===== src/rtl/mul_seq_ctrl.sv =====
// mul_seq_ctrl: FSM controller for the shift-add sequential multiplier datapath.
//   clk          rising-edge clock
//   Reset        synchronous, active-high; forces IDLE and iter_cnt=0
//   start        operation request, accepted only while ready=1
//   lsb          current product/multiplier LSB from the datapath
//   ready        idle, able to accept start
//   mcand_load   multiplicand load (high) / run (low)
//   mplier_load  load multiplier into product low half
//   prod_clear   clear product high half
//   alu_add      product_hi += multiplicand (gated by lsb)
//   shift        shift product right by one
//   done         one-cycle pulse, product valid
//   iter_cnt     completed iterations, saturates at WIDTH
// Define MUL_SINGLE_CYCLE_STEP_EN to merge add and shift into one STEP state.
module mul_seq_ctrl #(
  parameter int WIDTH = 32,
  parameter int CNT_W = 6
) (
  input  logic             clk,
  input  logic             Reset,
  input  logic             start,
  input  logic             lsb,
  output logic             ready,
  output logic             mcand_load,
  output logic             mplier_load,
  output logic             prod_clear,
  output logic             alu_add,
  output logic             shift,
  output logic             done,
  output logic [CNT_W-1:0] iter_cnt
);
  localparam logic [CNT_W-1:0] LAST = CNT_W'(WIDTH - 1);
`ifdef MUL_SINGLE_CYCLE_STEP_EN
  typedef enum logic [2:0] {IDLE, LOAD, STEP, DONE} state_t;
  state_t state;
  always_ff @(posedge clk)
    if (Reset) begin
      state    <= IDLE;
      iter_cnt <= '0;
    end else
      case (state)
        IDLE: state <= start ? LOAD : IDLE;
        LOAD: begin
          state    <= STEP;
          iter_cnt <= '0;
        end
        STEP: begin
          state    <= iter_cnt == LAST ? DONE : STEP;
          iter_cnt <= iter_cnt + CNT_W'(1);
        end
        default: state <= IDLE;
      endcase
  assign alu_add = state == STEP && lsb;
  assign shift   = state == STEP;
`else
  typedef enum logic [2:0] {IDLE, LOAD, CALC, SHIFT, DONE} state_t;
  state_t state;
  always_ff @(posedge clk)
    if (Reset) begin
      state    <= IDLE;
      iter_cnt <= '0;
    end else
      case (state)
        IDLE: state <= start ? LOAD : IDLE;
        LOAD: begin
          state    <= CALC;
          iter_cnt <= '0;
        end
        CALC: state <= SHIFT;
        SHIFT: begin
          state    <= iter_cnt == LAST ? DONE : CALC;
          iter_cnt <= iter_cnt + CNT_W'(1);
        end
        default: state <= IDLE;
      endcase
  assign alu_add = state == CALC && lsb;
  assign shift   = state == SHIFT;
`endif
  assign ready       = state == IDLE;
  assign mcand_load  = state == LOAD;
  assign mplier_load = state == LOAD;
  assign prod_clear  = state == LOAD;
  assign done        = state == DONE;
endmodule

===== config.mk =====
export PLATFORM = sky130hd
export DESIGN_NAME = mul_seq_ctrl
export DESIGN_NICKNAME = d
export VERILOG_FILES = /design/src/rtl/mul_seq_ctrl.sv
export SDC_FILE = /design/constraint.sdc
export NUM_CORES = 1
export LEC_CHECK = 0
export ABC_AREA = 0
export CORE_AREA = 3 3 40 42
export CTS_CLUSTER_DIAMETER = 200
export DETAILED_ROUTE_END_ITERATION = 12
export DIE_AREA = 0 0 43 45
export PLACE_DENSITY = 0.66
export SLEW_MARGIN = 20
export SYNTH_ARGS = -nofsm -noshare
export SYNTH_HDL_FRONTEND = slang
export SYNTH_SLANG_ARGS = --single-unit

===== constraint.sdc =====
create_clock -name clk -period 1.15 [get_ports clk]
set_input_delay 0.23 -clock clk [delete_from_list [all_inputs] [get_ports clk]]
set_output_delay 0.23 -clock clk [all_outputs]
set_load 0.01 [all_outputs]

==> impl_metrics.yaml <==
floorplanning:
  coreArea_um2: 1280
  pin_count: 17
  die_y_um: 45
  die_width_um: 43
  die_area_um2: 1940
  rows: 13
  start_util_pct: 34.3
run:
  maxCapViolCount: 0
logic_synthesis:
  ys_ff_latch: 9
  postSynthAreaPerCell_um2: 8.31
  synthCells: 53
  syn_area_um2: 440
  post_synth_num_cell_types: 24
  yosys_warnings: 0
  yosysSeqAreaShare_pct: 40.9
  synth_nets: 58
global_routing:
  track_usage_pct: 16.0
  antenna_found_initial: 0
  grt_pass1_wl_um: 2250
  grt_pass1_vias: 475
  overflow: 0
  grt_max_degree: 9
sta:
  hold_violations: 0
  worst_slack_ps: -240
  period_minus_slack_ps: 1390
  setup_viol: 12
  max_freq_mhz: 720
  post-route-period-util_pct: 121
  rsz0062_at_grt: "true"
  skew_ps: 1.71
  holdWs_ps: 539
  relSlewSlack_pct: 76.0
  slew_viol_final: 0
  worstMarginPinSlew_ps: 358
outcome:
  outcome: "finished, violations left"
  violations: "negative setup slack"
worst_hold_path:
  min_path_type: "input pin to flip-flop"
route:
  ant_nets: 0
  via_per_inst: 5.38
  drtIter0Drc: 9
  vias: 543
  routed_wl_um: 1360
  wl_per_cell_um: 13.4
  drt_first_pass_iters: 4
  drcViolationCount: 0
placement:
  placement.io_buffers: 16
  gp_congestion: 0.822
  hpwl_um: 952
  placed_cell_area_um2: 722
cts:
  cts-hold-fix-buffers: 0
  cts-root-buf: "clkbuf_4"
  cts_tree: "done"
  insertion_delay_ps: 260
  clkTransAtPathRegs_ps: 70
  htreeDepth: 1
  cts_buffers: 3
  clk_path_buf_depth: 2
  cts.sinks: 9
power:
  power_density_nw_per_um2: 899
  max-vdd-ir-drop_mv: 0.832
  p_sw_mw: 0.197
  total_power_mw: 0.720
  p_int_mw: 0.523
  clkPwrFrac_pct: 34.7
  swShare_pct: 27.4
  combPwrFrac_pct: 19.7
  sequentialPowerShare_pct: 45.6
  leakagePower_nw: 0.343
finish:
  layout-drive-gt1-share_pct: 55.8
  synthToLayoutAreaGrowth_pct: 81.8
  nFillCells: 112
  stdcell_area_um2: 801
  final_cell_mix: "14 x buf_4, 6 x dfxtp_2, 5 x nand2_1, 5 x buf_2"
  layout_commonest_cell: "buf_4"
  final_net_count: 92
  antenna_cells: 0
setup_path:
  critPathKind: "flip-flop to flip-flop"
  crit_required_ps: 1340
  cp_max_fo: 4
  crit_path_end_kind: "flip-flop"
  start_kind: "flip-flop"
  crit_arrival_ps: 1580
-- layout make-up --
| class | instances | area [µm²] | area share, % |
|---|---|---|---|
| clock buffers | 3 | 22.5 | 2.81 |
| well taps | 15 | 18.8 | 2.34 |
| clock inverters | 1 | 5.00 | 0.625 |
| repair buffers | 33 | 263 | 32.8 |
| inverters | 1 | 3.75 | 0.469 |
| multi-input cells | 39 | 293 | 36.6 |
| flip-flops and latches | 9 | 195 | 24.4 |
-- metrics by stage --
| stage | TNS [ps] | worst slack (ps) | std cells | util [%] |
|---|---|---|---|---|
| 3_5_place_dp | -3050 | -504 | 95 | 56.2 |
| 5_1_grt | -2470 | -293 | 101 | 62.3 |
| 4_1_cts | -1540 | -244 | 100 | 59.2 |
| 3_3_place_gp | -2950 | -497 | 95 | 56.2 |
| 2_1_floorplan | -2.71 | -1.36 | 53 | - |
| 6_report | -1580 | -240 | 101 | 62.3 |
-- cells in the mapped netlist (all sizes together) --
cell type  n  area share [%]
a21oi      1             1.1
a22oi      1             1.7
a311oi     2             4.0
a31oi      1             1.4
a41oi      2             4.0
and2       1             1.4
buf        2             3.4
clkbuf     2             1.7
dfxtp      9              41
ha         1             2.8
inv        1            0.85
mux2i      1             2.3
nand2      6             5.1
nand2b     1             1.4
nand3      3             3.4
nand3b     2             3.4
nor2       5             4.3
nor2b      2             2.8
nor3       3             3.4
nor4       3             4.3
o211ai     1             1.7
o21ai      1             1.1
or2b       1             1.7
or4        1             1.7
-- state kept, by name (all words and copies together) (netlist names) --
register / flops
iter_cnt: 6
state: 3
-- cells by family after synthesis --
group	Yosys count	share of synthesized area, %
buffers and inverters	5	5.96
multiplexers	1	2.27
AND/OR/NAND/NOR	28	33.0
adder cells (fa/ha/maj)	1	2.84
flip-flops	9	40.9
AO/OA/AOI/OAI	9	15.1
-- final timing paths --
kind                               start     endpoint  slack [ps]  cells after the start
worst max-delay path            state[0]  iter_cnt[5]        -240                      5
worst min-delay path               start     state[0]         540                      3
worst max register to register  state[0]  iter_cnt[5]        -240                      5
worst min register to register  state[2]     state[1]         540                      2
-- critical path: stages, from the launching register on --
cell	delay, ps
dfxtp_2	360
buf_4	120
nand3b_1	90
buf_4	150
or4_1	470
a31oi_1	140
-- timing repair --
item                                    4_1_cts  5_1_grt
hold endpoints to repair                      0        0
endpoints found under the setup margin       18       19
gates resized for setup                      49       13
buffers inserted                              1        1
pin swaps                                     4        2
gates cloned                                  0        0
-- metal layers --
metal | up-vias | track usage (%) | share of wire, %
met1 | 255 | 18.2 | 41
li1 | 264 | - | -
met5 | - | 0 | 0
met2 | 22 | 26.6 | 51
met4 | 0 | 5.42 | 1.2
met3 | 2 | 7.17 | 6.1
-- power groups by stage --
stage / Sequential (mW) / Clock (mW) / Combinational [mW]
final: 0.328 / 0.250 / 0.142
after global routing: 0.330 / 0.290 / 0.154
after CTS: 0.331 / 0.264 / 0.126
after detailed placement: 0.337 / 0 / 0.131
after global placement: 0.336 / 0 / 0.130
after floorplan: 0.334 / 0 / 0.0606
Power figures use the tool's default switching activity.
